### src/rtl/gaussian_pkg.sv
// gaussian_pkg: shared widths and 1-2-1 kernel constants for the 3x3 Gaussian filter
package gaussian_pkg;
    localparam int PIX_W  = 8;
    localparam int VSUM_W = 10;
    localparam int HSUM_W = 12;
    localparam int unsigned K0 = 1;
    localparam int unsigned K1 = 2;
    localparam int unsigned K2 = 1;
    localparam int unsigned NORM_SHIFT = 4;
    localparam int unsigned ROUND = 8;
endpackage

### src/rtl/gaussian_col_sum.sv
// gaussian_col_sum: combinational 1-2-1 weighted sum of three unsigned inputs
module gaussian_col_sum
    import gaussian_pkg::*;
#(
    parameter int IW = PIX_W,
    parameter int OW = VSUM_W
) (
    input  logic [IW-1:0] a_i,
    input  logic [IW-1:0] b_i,
    input  logic [IW-1:0] c_i,
    output logic [OW-1:0] sum_o
);
    assign sum_o = OW'(K0 * 32'(a_i) + K1 * 32'(b_i) + K2 * 32'(c_i));
endmodule

### src/rtl/gaussian_3x3_filter.sv
// gaussian_3x3_filter: streaming 3x3 Gaussian (1-2-1 separable, /16 rounded) with zero-padded left/right borders
module gaussian_3x3_filter
    import gaussian_pkg::*;
#(
    parameter int DW = PIX_W,
    parameter int WW = 11,
    parameter int HW = 10
) (
    input  logic          clk,
    input  logic          reset_n,
    input  logic [WW-1:0] img_width,
    input  logic [HW-1:0] img_height,
    input  logic          valid_i,
    input  logic [DW-1:0] prev_line_data_i,
    input  logic [DW-1:0] cur_line_data_i,
    input  logic [DW-1:0] next_line_data_i,
    output logic          valid_o,
    output logic [DW-1:0] data_o,
    output logic          eol_o,
    output logic          eof_o
);
    logic [VSUM_W-1:0] vs, c_q, c_d, r_q, r_d, wl_q, wl_d, wc_q, wc_d, wr_q, wr_d;
    logic [HSUM_W-1:0] hs, s_q, s_d;
    logic [WW-1:0]     col_q, col_d;
    logic [HW-1:0]     line_q, line_d;
    logic [DW-1:0]     data_q, data_d;
    logic tail_q, tail_d, v1_q, v1_d, eol1_q, eol1_d, eof1_q, eof1_d;
    logic v2_q, v2_d, eol2_q, eol2_d, eof2_q, eof2_d;
    logic valid_q, valid_d, eol_q, eol_d, eof_q, eof_d;
    logic last_col, last_line, gen;

    gaussian_col_sum #(.IW(DW), .OW(VSUM_W)) u_vsum (
        .a_i   (prev_line_data_i),
        .b_i   (cur_line_data_i),
        .c_i   (next_line_data_i),
        .sum_o (vs)
    );

    gaussian_col_sum #(.IW(VSUM_W), .OW(HSUM_W)) u_hsum (
        .a_i   (wl_q),
        .b_i   (wc_q),
        .c_i   (wr_q),
        .sum_o (hs)
    );

    // c_q/r_q are the centre and right window columns; the output window is (C, R, new column or 0 for the tail)
    always_comb begin
        last_col  = col_q == img_width - WW'(1);
        last_line = line_q == img_height - HW'(1);
        gen       = (valid_i && col_q != '0) || tail_q;
        col_d     = valid_i ? (last_col ? '0 : col_q + WW'(1)) : col_q;
        c_d       = valid_i ? (col_q == '0 ? '0 : r_q) : c_q;
        r_d       = valid_i ? vs : r_q;
        tail_d    = valid_i && last_col;
        line_d    = tail_q ? (last_line ? '0 : line_q + HW'(1)) : line_q;
        wl_d      = gen ? c_q : wl_q;
        wc_d      = gen ? r_q : wc_q;
        wr_d      = gen ? (tail_q ? '0 : vs) : wr_q;
        v1_d      = gen;
        eol1_d    = tail_q;
        eof1_d    = tail_q && last_line;
        s_d       = v1_q ? hs + HSUM_W'(ROUND) : s_q;
        v2_d      = v1_q;
        eol2_d    = eol1_q;
        eof2_d    = eof1_q;
        data_d    = v2_q ? DW'(s_q >> NORM_SHIFT) : data_q;
        valid_d   = v2_q;
        eol_d     = eol2_q;
        eof_d     = eof2_q;
    end

    always_ff @(posedge clk or negedge reset_n) begin
        if (!reset_n) begin
            col_q   <= '0;
            line_q  <= '0;
            c_q     <= '0;
            r_q     <= '0;
            tail_q  <= 1'b0;
            wl_q    <= '0;
            wc_q    <= '0;
            wr_q    <= '0;
            v1_q    <= 1'b0;
            eol1_q  <= 1'b0;
            eof1_q  <= 1'b0;
            s_q     <= '0;
            v2_q    <= 1'b0;
            eol2_q  <= 1'b0;
            eof2_q  <= 1'b0;
            data_q  <= '0;
            valid_q <= 1'b0;
            eol_q   <= 1'b0;
            eof_q   <= 1'b0;
        end else begin
            col_q   <= col_d;
            line_q  <= line_d;
            c_q     <= c_d;
            r_q     <= r_d;
            tail_q  <= tail_d;
            wl_q    <= wl_d;
            wc_q    <= wc_d;
            wr_q    <= wr_d;
            v1_q    <= v1_d;
            eol1_q  <= eol1_d;
            eof1_q  <= eof1_d;
            s_q     <= s_d;
            v2_q    <= v2_d;
            eol2_q  <= eol2_d;
            eof2_q  <= eof2_d;
            data_q  <= data_d;
            valid_q <= valid_d;
            eol_q   <= eol_d;
            eof_q   <= eof_d;
        end
    end

    assign valid_o = valid_q;
    assign data_o  = data_q;
    assign eol_o   = eol_q;
    assign eof_o   = eof_q;
endmodule

### config.mk
export PLATFORM = sky130hd
export DESIGN_NAME = gaussian_3x3_filter
export DESIGN_NICKNAME = d
export VERILOG_FILES = /design/src/rtl/gaussian_pkg.sv /design/src/rtl/gaussian_col_sum.sv /design/src/rtl/gaussian_3x3_filter.sv
export SDC_FILE = /design/constraint.sdc
export NUM_CORES = 1
export LEC_CHECK = 0
export BUFFER_PORTS_ARGS = -buffer_cell sky130_fd_sc_hd__buf_4
export CAP_MARGIN = 20
export CORE_MARGIN = 2
export CORE_UTILIZATION = 53
export CTS_CLUSTER_SIZE = 16
export DETAILED_ROUTE_END_ITERATION = 10
export PLACE_DENSITY_LB_ADDON = 0.08
export SYNTH_ARGS = -nofsm -noshare
export SYNTH_HDL_FRONTEND = slang
export SYNTH_SLANG_ARGS = --single-unit
### constraint.sdc
create_clock -name clk -period 5.47 [get_ports clk]
set_input_delay 0.547 -clock clk [delete_from_list [all_inputs] [get_ports clk]]
set_output_delay 0.547 -clock clk [all_outputs]
set_load 0.02 [all_outputs]
==> key figures <==
Run status
  – Result of the run: completed

Worst setup path
  – Library cell contributing the largest single delay on the critical path: sky130_fd_sc_hd__fa_1
  – Kind of end point of the critical path: register
  – Critical path's largest stage delay: 0.48 ns
  – Path type of the worst setup path: register to register
  – End of the worst register-to-register path: s_q[11]
  – Data arrival at the endpoint of the critical path: 3.60 ns
  – R2R cell count: 11
  – Critical-path cell list: inv_1 > fa_1 > fa_1 > inv_1 > ha_1 > and4_1 > a211oi_1 > o21bai_1 > a21oi_1 > nor4_1 > or3b_2
  – Kind of launch point of the worst setup path: register
  – Critical path startpoint: wr_q[2]
  – Startpoint of the most critical register-to-register path: wr_q[2]
  – Register-to-register setup slack: 2.12 ns
  – Crit path to: s_q[11]
  – Critical path peak fanout: 3
  – Endpoint required time on the critical path: ~5.7 ns

GRT
  – Via count of the first global-routing pass: 3921
  – Pin count of the biggest net entering global routing: 59
  – Congestion Overflow GR: 0
  – Global-route wire length before repair: 18300 µm
  – Antenna violations before repair: 0
  – Total global-route track usage: 20.3%

Synthesis
  – Post-synth EDFFs: 0
  – YS warnings: 0
  – Netlist Area Pre-Place: 5540 µm²
  – Area share of the largest cell type after synthesis: 43.8%
  – Instance count of the mapped netlist: 520
  – Mean instance size in the synthesized netlist: 10.7 µm²
  – Proportion of synthesized chip area in sequential cells: 43.8%
  – Most common flop cell mapped by yosys: sky130_fd_sc_hd__dfrtp_1
  – Cell type with the largest total area after synthesis: sky130_fd_sc_hd__dfrtp_1
  – Dominant cells by area after synthesis: sky130_fd_sc_hd__dfrtp_1 44%, sky130_fd_sc_hd__ha_1 7.0%, sky130_fd_sc_hd__mux2_2 6.3%, sky130_fd_sc_hd__fa_1 6.1%, sky130_fd_sc_hd__xnor2_1 5.2%
  – Post-Syn Nets: approximately 620
  – Async S/R FF share, synth: 100%
  – Synth Register Bits: a little under 100
  – Yosys cell types: 54

STA
  – Max Slew Vio Count: 0
  – Fin Setup TNS: 0 ns
  – Number of setup violations in the final report: 0
  – Final worst path period share: 61.2%
  – Min Clock Period, post-route: 3.35 ns
  – Normalized max-slew margin: a little over two fifths
  – Setup repair after global routing missed its margin: no
  – Worst Max-Slew Pin Slew: 0.856 ns
  – Max Clk Rate: 299 MHz
  – Clock skew after layout: 0.0111 ns
  – Final hold viol count: 0

CTS
  – Total clock sinks: 97
  – Cts hold-fix bufs: 0
  – CTS buffer count: 9
  – Master cell of the clock root buffer: sky130_fd_sc_hd__clkbuf_8
  – Post-CTS resize count: 0
  – Clock-pin slew of the registers on the worst-case setup and hold paths: around 0.10 ns
  – Clock buffer depth: 2
  – H-tree depth: 3
  – Post-CTS setup-driven buffer insertion count: 0
  – CTS tree: built
  – Skew-Pair Late Insertion Delay: 0.37 ns

Die
  – Area of the die: 11300 µm²
  – Number of standard-cell rows in the floorplan: 37
  – Die Wd: 106 µm
  – Vertical extent of the die: approximately 110 µm
  – Top Ports: 59
  – Initial core utilization: 54.1%
  – Placeable Area: ~10000 µm²

Power and ir drop
  – Overall Power: 3.42 mW
  – Leakage: 2.88 nW
  – PwrDens: 542 nW/µm²
  – Worst supply voltage drop on vdd: between 0.0003 and 0.0004 V

Placement
  – Final HPWL DP: 7810 µm
  – IO Port Bufs: 58
  – Final weighted congestion in routability-driven placement: between 0.8 and 0.9
  – Area after DPL: a little over 6000 µm²

Finish
  – Number of diodes: 0
  – Final design instance area without fill: ~6300 µm²
  – Commonest cells after routing, fill and taps aside: 97 x sky130_fd_sc_hd__dfrtp_1, 62 x sky130_fd_sc_hd__buf_4, 50 x sky130_fd_sc_hd__nor2_1
  – Nets: 671
  – Fraction of final layout cells with drive strength greater than 1: 21.0%
  – Share of the core filled with cells in the final layout: 61.7%
  – Area added between synthesis and finish: 14.1%
  – Most common cell after layout, fill and taps aside: sky130_fd_sc_hd__dfrtp_1
  – Fill cell instance count of the final layout: 893

Drt
  – Vias after detailed routing: about 3900
  – DRC marker count from the first detailed-route iteration: 162
  – Final WL: just over 10000 µm
  – Router iterations before antenna repair: 4
  – Count of unresolved DRC violations after routing: 0
  – Post-route ant nets: 0
  – Routed wire per std cell: 14.4 µm
  – Via/cell ratio: 5.45

Min path
  – Worst Hold Class: input pin to asynchronous set/reset pin

Run
  – Max_cap viols: 0
==> power breakdown <==
group	total [mW]	leakage [nW]	internal (mW)	switching [mW]
clock network	0.530	0.107	0.262	0.267
logic	1.76	1.61	0.847	0.915
registers	1.13	1.16	0.961	0.170
total	3.42	2.88	2.07	1.35
==> critical path: cells and delay by family (launching register included) <==
| family | cells | cell delay, ns |
|---|---|---|
| compound gates | 3 | 0.87 |
| fa+ha+maj | 3 | 1.18 |
| buf+inv | 2 | 0.10 |
| flops | 1 | 0.34 |
| simple gates | 3 | 0.74 |
==> worst min path at each step <==
| stage | endpoint | slack, ns | depth (start not counted) |
|---|---|---|---|
| after global placement | eof_o | 0.33 | 0 |
| after CTS | v1_q | 0.16 | 1 |
| after global routing | data_o[2] | 0.18 | 1 |
| after detailed placement | eof2_q | 0.34 | 0 |
| final | data_o[2] | 0.15 | 1 |
| after floorplan | c_q[0] | 0.25 | 0 |
==> area by class of cell <==
class	instances	area, µm²	share of cell area, %
multi-input cells	364	2880	45.5
flip-flops and latches	97	2430	38.4
repair buffers	62	465	7.37
well taps	136	170	2.69
inverters	41	154	2.44
clock buffers	9	124	1.96
clock inverters	7	101	1.60
==> kinds of logic after synthesis <==
group / Yosys count / synth area share (%)
AO/OA/AOI/OAI: 88 / 10.5
XOR/XNOR: 46 / 7.27
adder cells (fa/ha/maj): 48 / 13.1
buffers and inverters: 59 / 4.40
flip-flops: 97 / 43.8
multiplexers: 38 / 7.57
AND/OR/NAND/NOR: 144 / 13.3
==> routing by layer <==
metal	global-route usage (%)	vias to the layer above	wire (µm)
met1	28.9	1920	5060
met4	7.42	0	206
met2	32.1	56	4770
met3	2.82	14	276
met5	0	-	0
li1	-	1909	-
==> through the flow <==
step | hold WS, ns | std cells | setup WS [ns]
2_1_floorplan | 0.251 | 520 | 2.38
3_3_place_gp | 0.335 | 700 | 2.20
3_5_place_dp | 0.339 | 700 | 2.15
4_1_cts | 0.163 | 716 | 2.13
5_1_grt | 0.178 | 716 | 1.84
6_report | 0.145 | 716 | 2.12
==> cells in the mapped netlist, types with 3 or more instances <==
library cell and number:
sky130_fd_sc_hd__dfrtp_1 97, sky130_fd_sc_hd__nor2_1 50, sky130_fd_sc_hd__inv_1 41, sky130_fd_sc_hd__xnor2_1 33
sky130_fd_sc_hd__ha_1 31, sky130_fd_sc_hd__mux2_2 31, sky130_fd_sc_hd__nand2_1 24, sky130_fd_sc_hd__o21ai_0 22
sky130_fd_sc_hd__a21oi_1 17, sky130_fd_sc_hd__fa_1 17, sky130_fd_sc_hd__clkbuf_1 13, sky130_fd_sc_hd__nand3_1 13
sky130_fd_sc_hd__xor2_1 13, sky130_fd_sc_hd__a22o_1 10, sky130_fd_sc_hd__nor3_1 10, sky130_fd_sc_hd__a31oi_1 9
sky130_fd_sc_hd__mux2i_1 7, sky130_fd_sc_hd__a21o_1 6, sky130_fd_sc_hd__nand2b_1 6, sky130_fd_sc_hd__nor2b_1 6
sky130_fd_sc_hd__or3_1 6, sky130_fd_sc_hd__nand4_1 5, sky130_fd_sc_hd__a211oi_1 4, sky130_fd_sc_hd__and3_1 4
sky130_fd_sc_hd__nor4_1 3, sky130_fd_sc_hd__o211ai_1 3, sky130_fd_sc_hd__o311ai_0 3, sky130_fd_sc_hd__or3_2 3
==> registers in the layout (all words and copies together) (netlist names), 8 cells and up <==
name / count
wr_q: 10
line_q: 10
wl_q: 10
r_q: 10
data_o: 8
s_q: 8
col_q: 11
c_q: 10
wc_q: 10
(Power assumes the default switching activity.)
